<file path="config.mk">
export PLATFORM = sky130hd
export DESIGN_NAME = periph_bus_master
export DESIGN_NICKNAME = d
export VERILOG_FILES = /design/src/rtl/periph_bus_master.sv
export SDC_FILE = /design/constraint.sdc
export NUM_CORES = 1
export LEC_CHECK = 0
export CAP_MARGIN = 25
export CORE_MARGIN = 2
export CORE_UTILIZATION = 38
export CTS_BUF_LIST = sky130_fd_sc_hd__clkbuf_16
export DETAILED_ROUTE_END_ITERATION = 12
export HOLD_SLACK_MARGIN = 0.15
export PLACE_DENSITY_LB_ADDON = 0.25
export SLEW_MARGIN = 20
export SYNTH_ARGS = -nofsm -noshare
export SYNTH_HDL_FRONTEND = slang
export SYNTH_SLANG_ARGS = --single-unit
</file>
<file path="constraint.sdc">
create_clock -name clk -period 1.6 [get_ports clk]
set_input_delay 0.16 -clock clk [delete_from_list [all_inputs] [get_ports clk]]
set_output_delay 0.16 -clock clk [all_outputs]
set_load 0.01 [all_outputs]
</file>
<file path="src/rtl/periph_bus_master.sv">
// Initiator for the single-cycle peripheral register bus: turns host valid/ready
// commands into one strobed access at a time and returns data or a read timeout.
module periph_bus_master #(
  parameter int ADDR_WIDTH = 2,
  parameter int DATA_WIDTH = 32,
  parameter int TIMEOUT    = 16
) (
  input  logic                  clk,
  input  logic                  reset,
  input  logic                  cmd_valid,
  output logic                  cmd_ready,
  input  logic                  cmd_write,
  input  logic [ADDR_WIDTH-1:0] cmd_address,
  input  logic [DATA_WIDTH-1:0] cmd_data,
  output logic                  rsp_valid,
  input  logic                  rsp_ready,
  output logic [DATA_WIDTH-1:0] rsp_data,
  output logic                  rsp_error,
  output logic                  bus_read,
  output logic                  bus_write,
  output logic [ADDR_WIDTH-1:0] bus_address,
  output logic [DATA_WIDTH-1:0] bus_wdata,
  input  logic [DATA_WIDTH-1:0] bus_rdata,
  input  logic                  bus_read_valid,
  input  logic                  bus_irq,
  output logic                  irq_pending,
  input  logic                  irq_clear
);

  localparam int CNT_W = $clog2(TIMEOUT + 1);

  typedef enum logic [2:0] {
    S_IDLE,
    S_WRITE,
    S_READ,
    S_WAIT,
    S_RESP
  } state_t;

  state_t                  state;
  state_t                  state_nxt;
  logic [CNT_W-1:0]        cnt;
  logic                    err_q;
  logic [ADDR_WIDTH-1:0]   addr_q;
  logic [DATA_WIDTH-1:0]   wdata_q;
  logic [DATA_WIDTH-1:0]   rdata_q;
  logic                    irq_prev;
  logic                    accept;
  logic                    timed_out;

  assign accept    = cmd_valid && cmd_ready;
  assign timed_out = (cnt == CNT_W'(TIMEOUT));

  always_ff @(posedge clk) begin
    if (!reset) state <= S_IDLE;
    else        state <= state_nxt;
  end

  always_comb begin
    state_nxt = state;
    case (state)
      S_IDLE:  if (accept) state_nxt = cmd_write ? S_WRITE : S_READ;
      S_WRITE: state_nxt = S_RESP;
      S_READ:  state_nxt = bus_read_valid ? S_RESP : S_WAIT;
      S_WAIT:  if (bus_read_valid || timed_out) state_nxt = S_RESP;
      S_RESP:  if (rsp_ready) state_nxt = S_IDLE;
      default: state_nxt = S_IDLE;
    endcase
  end

  // cmd_ready is gated by reset so the host sees no acceptance while reset is held.
  always_comb begin
    cmd_ready   = 1'b0;
    rsp_valid   = 1'b0;
    rsp_data    = '0;
    rsp_error   = 1'b0;
    bus_read    = 1'b0;
    bus_write   = 1'b0;
    bus_address = '0;
    bus_wdata   = '0;
    case (state)
      S_IDLE:  cmd_ready = reset;
      S_WRITE: begin
        bus_write   = 1'b1;
        bus_address = addr_q;
        bus_wdata   = wdata_q;
      end
      S_READ: begin
        bus_read    = 1'b1;
        bus_address = addr_q;
      end
      S_RESP: begin
        rsp_valid = 1'b1;
        rsp_data  = rdata_q;
        rsp_error = err_q;
      end
      default: ;
    endcase
  end

  // Counter saturates at TIMEOUT; the timeout branch leaves the state on that cycle.
  always_ff @(posedge clk) begin
    if (!reset) begin
      cnt   <= '0;
      err_q <= 1'b0;
    end else begin
      case (state)
        S_IDLE: if (accept) begin
          cnt   <= '0;
          err_q <= 1'b0;
        end
        S_READ: if (!bus_read_valid) cnt <= CNT_W'(1);
        S_WAIT: if (!bus_read_valid) begin
          if (timed_out) err_q <= 1'b1;
          else           cnt   <= cnt + CNT_W'(1);
        end
        default: ;
      endcase
    end
  end

  // rdata_q starts at zero so writes and timed-out reads report zero data.
  always_ff @(posedge clk) begin
    if (state == S_IDLE && accept) begin
      addr_q  <= cmd_address;
      wdata_q <= cmd_data;
      rdata_q <= '0;
    end else if ((state == S_READ || state == S_WAIT) && bus_read_valid) begin
      rdata_q <= bus_rdata;
    end
  end

  // A rising edge beats a simultaneous clear.
  always_ff @(posedge clk) begin
    if (!reset) begin
      irq_prev    <= 1'b0;
      irq_pending <= 1'b0;
    end else begin
      irq_prev <= bus_irq;
      if (bus_irq && !irq_prev) irq_pending <= 1'b1;
      else if (irq_clear)       irq_pending <= 1'b0;
    end
  end

endmodule
</file>
==> flow_summary.ini, run 1 <==
[global_routing]
grt_usage_pct = 21.4
grt_overflow = 0
grt_pass1_wl_um = 16300
grt_pass1_vias = 3087
antenna_found_initial = 0
grt_max_degree = 33

[clock_tree]
htreeDepth = 3
ctsRootBufferMaster = clkbuf_16
clkLatencyLatePin_ns = 0.33
clkTransAtPathRegs_ns = 0.06
tritoncts = done
clockBufferDepth = 2
cts.sinks = 77
cts_buffers = 9

[sta]
maxSlewViolCount = 0
finalSetupViolations = 66
relSlewSlack_pct = 84.5
worst-slew-pin-transition_ns = 0.230
skew_ns = 0.00818
grt_setup_unrepaired = true
fin_ws_ns = -0.161
whs_ns = 0.378
finalCritPeriodShare_pct = 110
finalWorstPathRequiredPeriod_ns = 1.76
max_freq_ghz = 0.568
hold_viol_final = 0

[floorplanning]
fp.dieArea_sq_um = 9620
rows = 34
die_h_um = 98.1
start_util_pct = 38.9
ioPinCount = 146
coreArea_sq_um = 8640
die_w_um = 98.1

[worst_hold_path]
hold_class = in -> reg
min-delay-start = bus_rdata[1]

[setup_path]
worstPathMaxFanout = 9
criticalPathCategory = reg -> reg
cp_cell_sequence = buf_6, buf_6, or2_4, nor3_4, and2_4, buf_12, buf_12, buf_16
crit_arrival_ns = 1.80
path_buf_inv = 5
critPathTopFamily = buffers and inverters
cp_data_required_time_ns = 1.64
critPathSlowestCell = dfxtp_4
critPathLaunch = state[0]
crit_path_end_kind = register
cpPeakStageDelay_ns = 0.36
start_kind = register
r2r_start = state[0]

[route]
antenna_left = 0
remaining_drc_errors = 0
via_count = 3057
drt_iter0_drc = 104
vias_per_cell = 4.83
routed_wl_um = 10300
wl_per_cell_um = 16.3
firstDrtPassIters = 4

[pwr]
p_clk_share_pct = 36.2
switchingPower_mw = 1.40
p_int_mw = 4.21
switching_share_pct = 24.9
p_leak_nw = 2.49
vdd_drop_max_mv = 0.534
p_per_area_nw_per_um2 = 931
p_seq_share_pct = 41.3
power_frac_comb_pct = 22.5

[final_layout]
drive_gt1_share_pct = 44.0
diodes = 0
utilization_pct = 69.8
fin_nets = 596
area_growth_pct = 79.2

[run_status]
violations = setup timing
status = finished, violations left

[logic_synthesis]
synthArstFlopShare_pct = 0
synthFlopType = dfxtp_1
synth.cell_area_sq_um = 3360
yosys_warnings = 0
avgSynthCellArea_sq_um = 10.2
postSynthCellCount = 330
synth_edf_count = 34
syn_nets = 406
ys_ff_latch = 77
synth_cell_types = 37
ys_seq_area_share_pct = 56.0

[placed_design]
gp_congestion = 0.820
port_buffers = 145
dpl.hpwl_um = 6000

[job]
drv_cap = 0
## cells in the final DEF, fill, tap and decap left out, drive strengths merged, types with 2 or more instances in the layout
master / netlist / layout
buf: 14 / 126
clkdlybuf4s50: 0 / 74
nand2: 71 / 71
dfxtp: 43 / 43
and2: 39 / 39
a21oi: 35 / 35
edfxtp: 34 / 34
and3: 33 / 33
nor2: 13 / 13
clkbuf: 10 / 11
inv: 5 / 7
nand3: 4 / 4
clkinv: 0 / 4
mux2i: 3 / 3
nand3b: 2 / 2
a311oi: 2 / 2
a22oi: 2 / 2
ha: 2 / 2
nor2b: 2 / 2
nor3: 2 / 2
o22ai: 2 / 2
a41oi: 2 / 2
## cells in the mapped netlist, types with 3 or more instances
master,instances,area share [%]
buf_2,3,0.45
a21oi_1,16,2.4
mux2i_1,3,0.89
and2_1,39,7.3
nand2_1,71,7.9
inv_1,5,0.56
a21oi_2,19,4.9
nor2_1,13,1.5
buf_6,3,1.0
buf_4,4,0.89
clkbuf_1,10,1.1
edfxtp_1,34,30
nand3_1,4,0.60
and3_1,33,6.1
dfxtp_1,43,26
## per-layer routing
layer	part of all wire, %	vias to the layer above	global-route usage [%]
met4	0.51	0	5.13
met2	50	114	36.2
li1	-	1505	-
met1	42	1433	27.5
met5	0	-	0
met3	7.3	5	5.65
## power groups by stage
| stage | registers [mW] | clock network [mW] | logic [mW] |
|---|---|---|---|
| floorplan | 2.32 | 0 | 0.453 |
| global placement | 2.34 | 0 | 0.890 |
| detailed placement | 2.34 | 0 | 0.904 |
| CTS | 2.31 | 2.04 | 1.25 |
| global route | 2.34 | 2.18 | 1.36 |
| finish | 2.32 | 2.03 | 1.26 |
## stage by stage
step	worst slack (ns)	total power, mW	cell area (sq um)	setup TNS [ns]	std cells
CTS	-0.173	5.61	5820	-8.66	632
global route	-0.207	5.87	6030	-10.77	633
global placement	-0.0586	3.23	5050	-2.43	582
finish	-0.161	5.61	6030	-5.80	633
floorplan	-0.0543	2.77	3370	-1.85	330
detailed placement	-0.105	3.25	5050	-4.38	582
## worst paths after layout
kind | to | slack [ns] | cells past startpoint
worst max-delay path | addr_q[1] | -0.16 | 8
worst min-delay path | rdata_q[1] | 0.38 | 3
worst max register to register | addr_q[1] | -0.16 | 8
worst min register to register | rdata_q[1] | 0.45 | 2
## state kept, by name, summed over array words and instances, names as in the netlist
name         flops
irq_pending      1
cnt              5
state            3
rdata_q         32
irq_prev         1
addr_q           2
wdata_q         32
err_q            1
## worst reg2reg max path: cells and delay by family, from the launching register on
kind	cells	cell delay (ns)
buffers and inverters	5	0.57
flip-flops	1	0.36
AND/OR/NAND/NOR	3	0.54
## logic make-up (layout without fill, tap and decap cells)
logic type               after synthesis  after routing  share of synthesized area, %
AO/OA/AOI/OAI                         48             48                          10.5
XOR/XNOR                               1              1                         0.260
adder cells (fa/ha/maj)                2              2                         0.744
buffers and inverters                 29            224                          5.43
flip-flops                            77             77                          56.0
multiplexers                           3              3                         0.893
AND/OR/NAND/NOR                      170            170                          26.2
## area by class of cell
type	count	area, sq um
clock buffer	9	225
clock inverter	7	73.8
fill	644	2610
inverter	5	18.8
multi-input combinational	224	1520
sequential	77	1890
tap	108	135
timing repair buffer	203	2160
## what timing repair did
item                       CTS  global route
hold buffers                 0             0
pin swaps                   13            32
resized for setup          354            82
gates cloned                12             1
buffers inserted            23            13
setup endpoints to repair  118           123
Note: power is estimated with default switching activity, not from simulation.
==> run 2: changes to the inputs <==
--- a/config.mk
+++ b/config.mk
@@ -6,7 +6,6 @@
 export NUM_CORES = 1
 export LEC_CHECK = 0
 export CAP_MARGIN = 25
-export CORE_MARGIN = 2
 export CORE_UTILIZATION = 38
 export CTS_BUF_LIST = sky130_fd_sc_hd__clkbuf_16
 export DETAILED_ROUTE_END_ITERATION = 12
==> flow_summary.ini, run 2 (same netlist as run 1, synthesis figures left out) <==
[floorplanning]
coreArea_sq_um = 8380
die_h_um = 96.1
die_w_um = 96.1
rows = 33
start_util_pct = 40.1
fp.dieArea_sq_um = 9230
ioPinCount = 146

[setup_path]
crit_arrival_ns = 1.83
critPathSlowestCell = dfxtp_4
start_kind = register
worstPathMaxFanout = 8
cpPeakStageDelay_ns = 0.37
cp_cell_sequence = buf_6, buf_6, or2_4, nor3_4, and2_4, clkbuf_16
crit_top_cell = buf_6
crit_path_end_kind = register
criticalPathCategory = reg -> reg
cp_data_required_time_ns = 1.64

[sta]
whs_ns = 0.381
relSlewSlack_pct = 82.8
grt_setup_unrepaired = true
hold_viol_final = 0
finalCritPeriodShare_pct = 111
maxSlewViolCount = 0
finalSetupViolations = 108
fin_ws_ns = -0.182
max_freq_ghz = 0.561
worst-slew-pin-transition_ns = 0.255
skew_ns = 0.00481
finalWorstPathRequiredPeriod_ns = 1.78

[clock_tree]
clockBufferDepth = 2
ctsRootBufferMaster = clkbuf_16
clkLatencyLatePin_ns = 0.32
htreeDepth = 3
cts_buffers = 9
clkTransAtPathRegs_ns = 0.06
tritoncts = done
cts.sinks = 77

[route]
wl_per_cell_um = 15.9
routed_wl_um = 10000
remaining_drc_errors = 0
drt_iter0_drc = 101
firstDrtPassIters = 4
antenna_left = 0
vias_per_cell = 4.86
via_count = 3059

[run_status]
violations = setup timing
status = finished, violations left

[global_routing]
grt_pass1_vias = 2958
grt_overflow = 0
antenna_found_initial = 0
grt_usage_pct = 20.4
grt_max_degree = 33
grt_pass1_wl_um = 14200

[final_layout]
mostFrequentLayoutCells = 77 x buf_6, 74 x clkdlybuf4s50_1, 71 x nand2_1, 40 x dfxtp_1, 34 x edfxtp_1
area_growth_pct = 82.2
drive_gt1_share_pct = 44.1
stdcell_area_sq_um = 6130
fin_nets = 595
top_regs = rdata_q x32, wdata_q x32, cnt x5
diodes = 0
fin_cells = 629
final_common_cell = buf_6

[placed_design]
dpl_cell_area_sq_um = 5050
port_buffers = 145
pre_cts_ws_ns = -0.113
place_inst = 579
dpl.hpwl_um = 5860
gp_congestion = 0.798

[pwr]
p_total_mw = 5.91
p_leak_nw = 2.50
p_per_area_nw_per_um2 = 964
vdd_drop_max_mv = 0.639

[worst_hold_path]
hold_class = in -> reg

[job]
drv_cap = 0
## run 2: timing repair
item | 4_1_cts | 5_1_grt
endpoints found under the setup margin | 129 | 122
hold buffers | 0 | 0
gates cloned | 7 | 6
buffers inserted | 18 | 7
gates resized for setup | 362 | 79
pin swaps | 22 | 20
## run 2: metal layers
layer	up-vias	track usage (%)	wire (um)	part of all wire [%]
met3	9	6.64	905	9.0
met4	0	5.10	100	1.0
met1	1422	23.9	4030	40
met5	-	0	0	0
li1	1506	-	-	-
met2	122	35.9	5000	50
## run 2: area by class of cell
type                            count  area (sq um)
Multi-Input combinational cell    224          1530
Fill cell                         586          2250
Clock inverter                      7           121
Sequential cell                    77          1890
Tap cell                          105           131
Inverter                            5          18.8
Clock buffer                        9           225
Timing Repair Buffer              202          2210
## run 2: worst paths after layout
kind                start           to  slack, ns  cells after the start
min          bus_rdata[1]   rdata_q[1]       0.38                      3
max              state[1]  wdata_q[26]      -0.18                      6
min reg2reg   rdata_q[30]  rdata_q[30]       0.46                      2
max reg2reg      state[1]  wdata_q[26]      -0.18                      6
## run 2: where the power goes
group | internal, mW | total [mW] | switching (mW)
clock network | 1.53 | 2.33 | 0.796
registers | 2.24 | 2.32 | 0.0836
logic | 0.758 | 1.26 | 0.501
total | 4.53 | 5.91 | 1.38
## run 2: critical path: cells and delay by family, from the launching register on
family,cells,cell delay (ns)
simple gates,3,0.70
buf+inv,3,0.43
flops,1,0.37
## run 2: metrics by stage
step                utilization [%]  TNS [ns]
finish                         73.1    -10.83
global route                   73.1    -16.79
CTS                            68.2     -3.06
detailed placement             60.2     -6.65
global placement               60.2     -3.73
floorplan                         -     -1.85
==> run 3: changes to the inputs <==
--- a/config.mk
+++ b/config.mk
@@ -5,13 +5,13 @@
 export SDC_FILE = /design/constraint.sdc
 export NUM_CORES = 1
 export LEC_CHECK = 0
+export ABC_CLOCK_PERIOD_IN_PS = 1600
 export CAP_MARGIN = 25
 export CORE_UTILIZATION = 38
 export CTS_BUF_LIST = sky130_fd_sc_hd__clkbuf_16
 export DETAILED_ROUTE_END_ITERATION = 12
 export HOLD_SLACK_MARGIN = 0.15
 export PLACE_DENSITY_LB_ADDON = 0.25
-export SLEW_MARGIN = 20
 export SYNTH_ARGS = -nofsm -noshare
 export SYNTH_HDL_FRONTEND = slang
 export SYNTH_SLANG_ARGS = --single-unit
==> results of run 3 <==
Same layout as run 2: the final DEF is identical, and so are final timing and power.
